`config.mk`:
```
export PLATFORM = sky130hd
export DESIGN_NAME = stage2_stream_wb_flat
export DESIGN_NICKNAME = d
export VERILOG_FILES = /design/src/rtl/stage2_stream_wb_if.sv /design/src/rtl/stage2_stream_wb.sv /design/src/flat_wrapper.sv
export SDC_FILE = /design/constraint.sdc
export NUM_CORES = 1
export LEC_CHECK = 0
export ABC_CLOCK_PERIOD_IN_PS = 2300
export CAP_MARGIN = 20
export CORE_MARGIN = 2
export CORE_UTILIZATION = 40
export CTS_BUF_LIST = sky130_fd_sc_hd__clkbuf_2 sky130_fd_sc_hd__clkbuf_4 sky130_fd_sc_hd__clkbuf_8
export DETAILED_ROUTE_END_ITERATION = 10
export HOLD_SLACK_MARGIN = 0.03
export PLACE_DENSITY_LB_ADDON = 0.05
export SYNTH_ARGS = -nofsm -noshare
export SYNTH_HDL_FRONTEND = slang
export SYNTH_SLANG_ARGS = --single-unit
```
`constraint.sdc`:
```
create_clock -name clk -period 2.3 [get_ports clk]
set_clock_uncertainty 0.05 [all_clocks]
set_input_delay 0.46 -clock clk [delete_from_list [all_inputs] [get_ports clk]]
set_output_delay 0.46 -clock clk [all_outputs]
set_load 0.01 [all_outputs]
```
`src/rtl/stage2_stream_wb_if.sv`:
```
`default_nettype none
// ============================================================================
// Module   : stage2_stream_wb_if
// Brief    : Request, stream and read-back bundle of the stream writeback unit.
// Revision : 1.0 - initial release
// ============================================================================
interface stage2_stream_wb_if #(
   parameter int DATA_WIDTH     = 32,
   parameter int CHANNELS       = 2,
   parameter int CHAN_WIDTH     = 1,
   parameter int WAIT_CNT_WIDTH = 6
);
   logic                           prev_vld;
   logic                           rdy;
   logic [1:0]                     op;
   logic [CHAN_WIDTH-1:0]          chan;
   logic [DATA_WIDTH-1:0]          wr_data;
   logic                           wr_last;
   logic [CHANNELS*DATA_WIDTH-1:0] din_TDATA;
   logic [CHANNELS-1:0]            din_TLAST;
   logic [CHANNELS-1:0]            din_TVALID;
   logic [CHANNELS-1:0]            din_TREADY;
   logic [DATA_WIDTH-1:0]          dout_TDATA;
   logic                           dout_TLAST;
   logic [CHANNELS-1:0]            dout_TVALID;
   logic [CHANNELS-1:0]            dout_TREADY;
   logic [DATA_WIDTH-1:0]          rd_data;
   logic                           rd_last;
   logic                           rd_vld;
   logic                           chan_err;
   logic [WAIT_CNT_WIDTH-1:0]      wait_cnt;
   logic                           timeout;

   modport master (
      output prev_vld, op, chan, wr_data, wr_last,
      output din_TDATA, din_TLAST, din_TVALID, dout_TREADY,
      input  rdy, din_TREADY, dout_TDATA, dout_TLAST, dout_TVALID,
      input  rd_data, rd_last, rd_vld, chan_err, wait_cnt, timeout
   );

   modport slave (
      input  prev_vld, op, chan, wr_data, wr_last,
      input  din_TDATA, din_TLAST, din_TVALID, dout_TREADY,
      output rdy, din_TREADY, dout_TDATA, dout_TLAST, dout_TVALID,
      output rd_data, rd_last, rd_vld, chan_err, wait_cnt, timeout
   );
endinterface
`default_nettype wire

```
`src/rtl/stage2_stream_wb.sv`:
```
`default_nettype none
// ============================================================================
// Module   : stage2_stream_wb
// Brief    : Multi-channel stream writeback: posted 1-deep OUT buffer, registered
//            IN capture, saturating stall counter, channel range check.
//            Optional IN timeout enabled by macro STAGE2_STREAM_TIMEOUT_EN.
// Revision : 1.0 - initial release
// ============================================================================
module stage2_stream_wb #(
   parameter int DATA_WIDTH     = 32,
   parameter int CHANNELS       = 2,
   parameter int CHAN_WIDTH     = 1,
   parameter int WAIT_CNT_WIDTH = 6,
   parameter int TIMEOUT_CYCLES = 255
) (
   input  wire logic          clk,
   input  wire logic          rst,
   stage2_stream_wb_if.slave  bus
);

   localparam logic [1:0] c_op_in  = 2'd1;
   localparam logic [1:0] c_op_out = 2'd2;

   if ((TIMEOUT_CYCLES < 1) || ((2 ** CHAN_WIDTH) < CHANNELS)) begin : g_param_check
      $error("stage2_stream_wb: illegal TIMEOUT_CYCLES or CHAN_WIDTH too small");
   end

   typedef enum logic [0:0] {
      IDLE    = 1'b0,
      IN_WAIT = 1'b1
   } state_t;

   state_t                    state_q, state_d;
   logic [CHAN_WIDTH-1:0]     in_chan_q, in_chan_d;
   logic                      ob_full_q, ob_full_d;
   logic [CHAN_WIDTH-1:0]     ob_chan_q, ob_chan_d;
   logic [DATA_WIDTH-1:0]     ob_data_q, ob_data_d;
   logic                      ob_last_q, ob_last_d;
   logic [DATA_WIDTH-1:0]     rd_data_q, rd_data_d;
   logic                      rd_last_q, rd_last_d;
   logic                      rd_vld_q, rd_vld_d;
   logic                      chan_err_q, chan_err_d;
   logic [WAIT_CNT_WIDTH-1:0] wait_cnt_q, wait_cnt_d;

   logic                      w_drain;
   logic                      w_rdy;
   logic                      w_acc;
   logic                      w_chan_ok;
   logic                      w_in_vld;
   logic [DATA_WIDTH-1:0]     w_in_data;
   logic                      w_in_last;
   logic [CHANNELS-1:0]       w_din_rdy;
   logic [CHANNELS-1:0]       w_dout_vld;

`ifdef STAGE2_STREAM_TIMEOUT_EN
   localparam int c_to_w = (TIMEOUT_CYCLES > 1) ? $clog2(TIMEOUT_CYCLES + 1) : 1;
   logic [c_to_w-1:0] to_cnt_q, to_cnt_d;
   logic              timeout_q, timeout_d;
`endif

   // Per-channel muxing keyed on registered channel indices only
   always_comb begin
      w_drain    = 1'b0;
      w_in_vld   = 1'b0;
      w_in_data  = '0;
      w_in_last  = 1'b0;
      w_din_rdy  = '0;
      w_dout_vld = '0;
      for (int c = 0; c < CHANNELS; c++) begin
         if (ob_chan_q == CHAN_WIDTH'(c)) begin
            w_drain       = ob_full_q && bus.dout_TREADY[c];
            w_dout_vld[c] = ob_full_q;
         end
         if (in_chan_q == CHAN_WIDTH'(c)) begin
            w_in_vld     = bus.din_TVALID[c];
            w_in_data    = bus.din_TDATA[c*DATA_WIDTH +: DATA_WIDTH];
            w_in_last    = bus.din_TLAST[c];
            w_din_rdy[c] = (state_q == IN_WAIT);
         end
      end
   end

   assign w_chan_ok = (32'(bus.chan) < CHANNELS);
   assign w_rdy     = (state_q == IDLE) && !((bus.op == c_op_out) && ob_full_q && !w_drain);
   assign w_acc     = bus.prev_vld && w_rdy;

   always_comb begin
      state_d    = state_q;
      in_chan_d  = in_chan_q;
      ob_full_d  = ob_full_q;
      ob_chan_d  = ob_chan_q;
      ob_data_d  = ob_data_q;
      ob_last_d  = ob_last_q;
      rd_data_d  = rd_data_q;
      rd_last_d  = rd_last_q;
      rd_vld_d   = 1'b0;
      chan_err_d = 1'b0;
      wait_cnt_d = wait_cnt_q;
`ifdef STAGE2_STREAM_TIMEOUT_EN
      to_cnt_d   = '0;
      timeout_d  = 1'b0;
`endif

      // A load in the same cycle as a drain simply replaces the flit
      if (w_drain) begin
         ob_full_d = 1'b0;
      end

      if (w_acc) begin
         wait_cnt_d = '0;
         if ((bus.op == c_op_in) || (bus.op == c_op_out)) begin
            if (!w_chan_ok) begin
               chan_err_d = 1'b1;
            end else if (bus.op == c_op_out) begin
               ob_full_d = 1'b1;
               ob_chan_d = bus.chan;
               ob_data_d = bus.wr_data;
               ob_last_d = bus.wr_last;
            end else begin
               state_d   = IN_WAIT;
               in_chan_d = bus.chan;
            end
         end
      end else if ((state_q == IN_WAIT) || bus.prev_vld) begin
         if (wait_cnt_q != '1) begin
            wait_cnt_d = wait_cnt_q + WAIT_CNT_WIDTH'(1);
         end
      end

      if (state_q == IN_WAIT) begin
         if (w_in_vld) begin
            state_d   = IDLE;
            rd_vld_d  = 1'b1;
            rd_data_d = w_in_data;
            rd_last_d = w_in_last;
         end
`ifdef STAGE2_STREAM_TIMEOUT_EN
         else if (to_cnt_q == c_to_w'(TIMEOUT_CYCLES - 1)) begin
            state_d   = IDLE;
            rd_vld_d  = 1'b1;
            rd_data_d = '0;
            rd_last_d = 1'b1;
            timeout_d = 1'b1;
         end else begin
            to_cnt_d = to_cnt_q + c_to_w'(1);
         end
`endif
      end
   end

   always_ff @(posedge clk) begin
      if (rst) begin
         state_q    <= IDLE;
         in_chan_q  <= '0;
         ob_full_q  <= 1'b0;
         ob_chan_q  <= '0;
         ob_data_q  <= '0;
         ob_last_q  <= 1'b0;
         rd_data_q  <= '0;
         rd_last_q  <= 1'b0;
         rd_vld_q   <= 1'b0;
         chan_err_q <= 1'b0;
         wait_cnt_q <= '0;
`ifdef STAGE2_STREAM_TIMEOUT_EN
         to_cnt_q   <= '0;
         timeout_q  <= 1'b0;
`endif
      end else begin
         state_q    <= state_d;
         in_chan_q  <= in_chan_d;
         ob_full_q  <= ob_full_d;
         ob_chan_q  <= ob_chan_d;
         ob_data_q  <= ob_data_d;
         ob_last_q  <= ob_last_d;
         rd_data_q  <= rd_data_d;
         rd_last_q  <= rd_last_d;
         rd_vld_q   <= rd_vld_d;
         chan_err_q <= chan_err_d;
         wait_cnt_q <= wait_cnt_d;
`ifdef STAGE2_STREAM_TIMEOUT_EN
         to_cnt_q   <= to_cnt_d;
         timeout_q  <= timeout_d;
`endif
      end
   end

   assign bus.rdy         = w_rdy;
   assign bus.din_TREADY  = w_din_rdy;
   assign bus.dout_TVALID = w_dout_vld;
   assign bus.dout_TDATA  = ob_data_q;
   assign bus.dout_TLAST  = ob_last_q;
   assign bus.rd_data     = rd_data_q;
   assign bus.rd_last     = rd_last_q;
   assign bus.rd_vld      = rd_vld_q;
   assign bus.chan_err    = chan_err_q;
   assign bus.wait_cnt    = wait_cnt_q;
`ifdef STAGE2_STREAM_TIMEOUT_EN
   assign bus.timeout     = timeout_q;
`else
   assign bus.timeout     = 1'b0;
`endif

endmodule
`default_nettype wire

```
`src/flat_wrapper.sv`:
```
// flat-port wrapper written by rule: the top's interface ports become plain ports
module stage2_stream_wb_flat 
#(
   parameter int DATA_WIDTH     = 32,
   parameter int CHANNELS       = 2,
   parameter int CHAN_WIDTH     = 1,
   parameter int WAIT_CNT_WIDTH = 6,
   parameter int TIMEOUT_CYCLES = 255
)
  (clk, rst, bus_prev_vld, bus_op, bus_chan, bus_wr_data, bus_wr_last, bus_din_TDATA, bus_din_TLAST, bus_din_TVALID, bus_dout_TREADY, bus_rdy, bus_din_TREADY, bus_dout_TDATA, bus_dout_TLAST, bus_dout_TVALID, bus_rd_data, bus_rd_last, bus_rd_vld, bus_chan_err, bus_wait_cnt, bus_timeout);
  stage2_stream_wb_if #(.DATA_WIDTH(DATA_WIDTH), .CHANNELS(CHANNELS), .CHAN_WIDTH(CHAN_WIDTH), .WAIT_CNT_WIDTH(WAIT_CNT_WIDTH)) bus_i ();
  input  wire logic clk;
  input  wire logic rst;
  input wire logic [$bits(bus_i.prev_vld)-1:0] bus_prev_vld;
  input wire logic [$bits(bus_i.op)-1:0] bus_op;
  input wire logic [$bits(bus_i.chan)-1:0] bus_chan;
  input wire logic [$bits(bus_i.wr_data)-1:0] bus_wr_data;
  input wire logic [$bits(bus_i.wr_last)-1:0] bus_wr_last;
  input wire logic [$bits(bus_i.din_TDATA)-1:0] bus_din_TDATA;
  input wire logic [$bits(bus_i.din_TLAST)-1:0] bus_din_TLAST;
  input wire logic [$bits(bus_i.din_TVALID)-1:0] bus_din_TVALID;
  input wire logic [$bits(bus_i.dout_TREADY)-1:0] bus_dout_TREADY;
  output wire logic [$bits(bus_i.rdy)-1:0] bus_rdy;
  output wire logic [$bits(bus_i.din_TREADY)-1:0] bus_din_TREADY;
  output wire logic [$bits(bus_i.dout_TDATA)-1:0] bus_dout_TDATA;
  output wire logic [$bits(bus_i.dout_TLAST)-1:0] bus_dout_TLAST;
  output wire logic [$bits(bus_i.dout_TVALID)-1:0] bus_dout_TVALID;
  output wire logic [$bits(bus_i.rd_data)-1:0] bus_rd_data;
  output wire logic [$bits(bus_i.rd_last)-1:0] bus_rd_last;
  output wire logic [$bits(bus_i.rd_vld)-1:0] bus_rd_vld;
  output wire logic [$bits(bus_i.chan_err)-1:0] bus_chan_err;
  output wire logic [$bits(bus_i.wait_cnt)-1:0] bus_wait_cnt;
  output wire logic [$bits(bus_i.timeout)-1:0] bus_timeout;
  assign bus_i.prev_vld = bus_prev_vld;
  assign bus_i.op = bus_op;
  assign bus_i.chan = bus_chan;
  assign bus_i.wr_data = bus_wr_data;
  assign bus_i.wr_last = bus_wr_last;
  assign bus_i.din_TDATA = bus_din_TDATA;
  assign bus_i.din_TLAST = bus_din_TLAST;
  assign bus_i.din_TVALID = bus_din_TVALID;
  assign bus_i.dout_TREADY = bus_dout_TREADY;
  assign bus_rdy = bus_i.rdy;
  assign bus_din_TREADY = bus_i.din_TREADY;
  assign bus_dout_TDATA = bus_i.dout_TDATA;
  assign bus_dout_TLAST = bus_i.dout_TLAST;
  assign bus_dout_TVALID = bus_i.dout_TVALID;
  assign bus_rd_data = bus_i.rd_data;
  assign bus_rd_last = bus_i.rd_last;
  assign bus_rd_vld = bus_i.rd_vld;
  assign bus_chan_err = bus_i.chan_err;
  assign bus_wait_cnt = bus_i.wait_cnt;
  assign bus_timeout = bus_i.timeout;
  stage2_stream_wb #(.DATA_WIDTH(DATA_WIDTH), .CHANNELS(CHANNELS), .CHAN_WIDTH(CHAN_WIDTH), .WAIT_CNT_WIDTH(WAIT_CNT_WIDTH), .TIMEOUT_CYCLES(TIMEOUT_CYCLES)) u_core (.clk(clk), .rst(rst), .bus(bus_i));
endmodule
```
==> results.md <==
- WHS Path Cells: 2
- Post-route setup slack: between 0.07 and 0.08 ns
- Register share of total power: a little under half
- Worst Setup Start Kind: register
- Setup TNS Final: 0 ns
- WL/cell: 14.8 µm
- # DRC: 0
- Sw Pwr: 0.767 mW
- Initial core utilization: between 40% and 50%
- Yosys cell types: 40
- Fin. max-slew vios: 0
- Final hold violation count: 0
- HPWL Detailed: about 7300 µm
- Via density: 4.87
- Rel. slew slack: 52.2%
- FF/Latch Area: approximately 1500 µm²
- Area occupied by multi-input gates: just over 2000 µm²
- Number of global-route vias before repair: 3,245
- # IOs: ~190
- Tmin final: 2.23 ns
- Final net count: between 600 and 700
- Die Height: 102 µm
- Status: completed
- Crit Path Max Fanout: 13
- Pre-CTS WS: -0.173 ns
- DR iter-0 viols: between 150 and 200
- Syn avg cell area: between 10 and 15 µm²
- Drt total wl: 10,100 µm
- Die Wd: 102 µm
- Htree depth: 3
- Worst EP required: 1.79 ns
- Clock root buffer: clkbuf_8
- Hold_buf cts: 0
- Arrival time at the worst endpoint: 1.72 ns
- GRT Total Usage: 19.0%
- Sw Share: between 20% and 30%
- GRT Residual Overflow: 0
- Leading cell type in the layout, fill and taps excluded: clkdlybuf4s50_1
- TritonCTS clock tree: done
- Max VDD drop: 257 µV
- RSZ-0062 raised after global routing: false
- Die Footprint: 10,400 µm²
- Final period utilization: 96.9%
- Synth top area share: 40.0%
- Sink Count: 77
- Slew @ Worst Pin: a little over 0.7 ns
- Core Region: 9280 µm²
- PortBufs: approximately 190
- Worst R2R Path Depth: 4
- ANT cells: 0
- CP Cell Sequence: and2_1 -> clkdlybuf4s50_1
- Worst min path class: register to register
- Vias: roughly 3,300
- Mapped cell area: around 3900 µm²
- Pint: around 2.3 mW
- Yosys top cell by area: dfxtp_1
- Synth Warn #: 0
- Layout cells sized above 1: 12.1%
- Post-synthesis sequential area ratio: between 40 and 50%
- Antenna violations before repair: 0
- Final core utilization: 64.5%
- Clk slew on worst S/H paths: 0.08 ns
- Crit-path slowest cell: dfxtp_1
- Routability cong.: 0.730
- Clock Tree Buf Depth: 2
- Final setup vio count: 0
- Worst stage delay on the critical path: ~0.63 ns
- First-pass GRT wire length: 15,700 µm
- DRT Pass-1 Iters: 4
- Clock buffer count from CTS: 9
- Hold slack: about 0.43 ns
- Crit path kind: register to output pin
- Clock network power share: between 30% and 40%
- Area Growth Syn to Fin: 55.4%
- Top cells by area, synth: dfxtp_1 40%, mux2i_1 18%, nand2b_1 11%
- Max cap viols: 0
- Synth Instances: between 300 and 400
- Final Total Pwr: roughly 3.1 mW
- Fmax: 449 MHz
- Crit end category: output pin
- Leakage power: between 2 and 2.5 nW
- Commonest non-fill, non-tap cells in the layout: 184 x clkdlybuf4s50_1, 76 x dfxtp_1, 70 x nand2b_1
- Clk_lat worst skew: 0.35 ns
- Gate power share: 20.0%
- Pwr dens: about 510 nW/µm²
- Final ANT Viol Nets: 0
- Site Rows: 35
- Fillers: about 790
- Register bit count reported by yosys: 77
- Largest net degree at the start of global routing: 91
-- power by group through the flow --
stage	Combinational (mW)	Sequential, mW	Clock, mW
after floorplan	0.263	1.47	0
after global placement	0.612	1.45	0
after detailed placement	0.622	1.45	0
after CTS	0.622	1.42	1.07
after global routing	0.664	1.43	1.14
final	0.616	1.42	1.04
-- stage by stage --
| stage | cells | instance area [µm²] |
|---|---|---|
| 3_5_place_dp | 667 | 5790 |
| 3_3_place_gp | 667 | 5790 |
| 4_1_cts | 682 | 5990 |
| 6_report | 682 | 5990 |
| 2_1_floorplan | 372 | 3850 |
| 5_1_grt | 682 | 5990 |
-- cell usage after synthesis (all sizes together) --
cell and count:
a2111oi 2, a211oi 33, a21oi 36, a311o 1, a311oi 4, a31oi 4
and2 3, and3 2, and4 1, and4b 1, buf 17, clkbuf 18
conb 1, dfxtp 77, ha 4, inv 5, mux2 1, mux2i 69
nand2 3, nand2b 70, nand3 1, nand4 2, nor2 5, nor2b 2
nor3 1, nor4 2, nor4bb 1, o211a 1, o21a 1, o21ai 1
o221ai 1, o32a 1
-- layer usage --
metal  global-route usage, %  share of wire (%)  wire, µm  vias to the layer above
met1                    23.8                 43      4320                     1517
li1                        -                  -         -                     1667
met3                    4.99                9.3       939                        8
met5                       0                  0         0                        -
met2                    31.8                 47      4710                      130
met4                    6.77                1.1       106                        0
-- flip-flops by register name, summed over array words and instances, names as in the netlist --
register and flops:
u_core.bus.dout_TDATA 32, u_core.bus.dout_TLAST 1, u_core.bus.rd_data 32, u_core.bus.rd_last 1, u_core.bus.rd_vld 1, u_core.bus.wait_cnt 6, u_core.in_chan_q 1, u_core.ob_chan_q 1
u_core.ob_full_q 1, u_core.state_q 1
-- cell type report --
| type | count | area share, % |
|---|---|---|
| multi-input combinational | 255 | 34.6 |
| timing repair buffer | 201 | 33.3 |
| sequential | 77 | 25.8 |
| tap | 129 | 2.70 |
| clock buffer | 11 | 2.53 |
| clock inverter | 4 | 0.794 |
| inverter | 5 | 0.314 |
-- kinds of logic after synthesis --
group	share of synthesized area, %
multiplexers	18.4
AO/OA/AOI/OAI	18.5
adder cells (fa/ha/maj)	1.30
flip-flops	40.0
buffers and inverters	6.69
other	0.0974
AND/OR/NAND/NOR	14.9
-- path summary, 6_finish.rpt --
check,startpoint,slack [ns],end
hold reg to reg,u_core.bus.dout_TDATA[30],0.43,u_core.bus.dout_TDATA[30]
hold / removal,u_core.bus.dout_TDATA[30],0.43,u_core.bus.dout_TDATA[30]
setup / recovery,u_core.state_q,0.07,bus_din_TREADY[1]
setup reg to reg,u_core.state_q,0.40,u_core.bus.wait_cnt[0]
-- worst max-delay path, delay by kind of cell (launching register included) --
kind                   cells  cell delay (ns)
DFF                        1             0.63
buffers and inverters      1             0.55
and+or+nand+nor            1             0.19
-- what timing repair did --
item / CTS / global route
buffers inserted: 0 / 0
endpoints found under the setup margin: 1 / 0
gates resized for setup: 1 / 0
(Power assumes the default switching activity.)
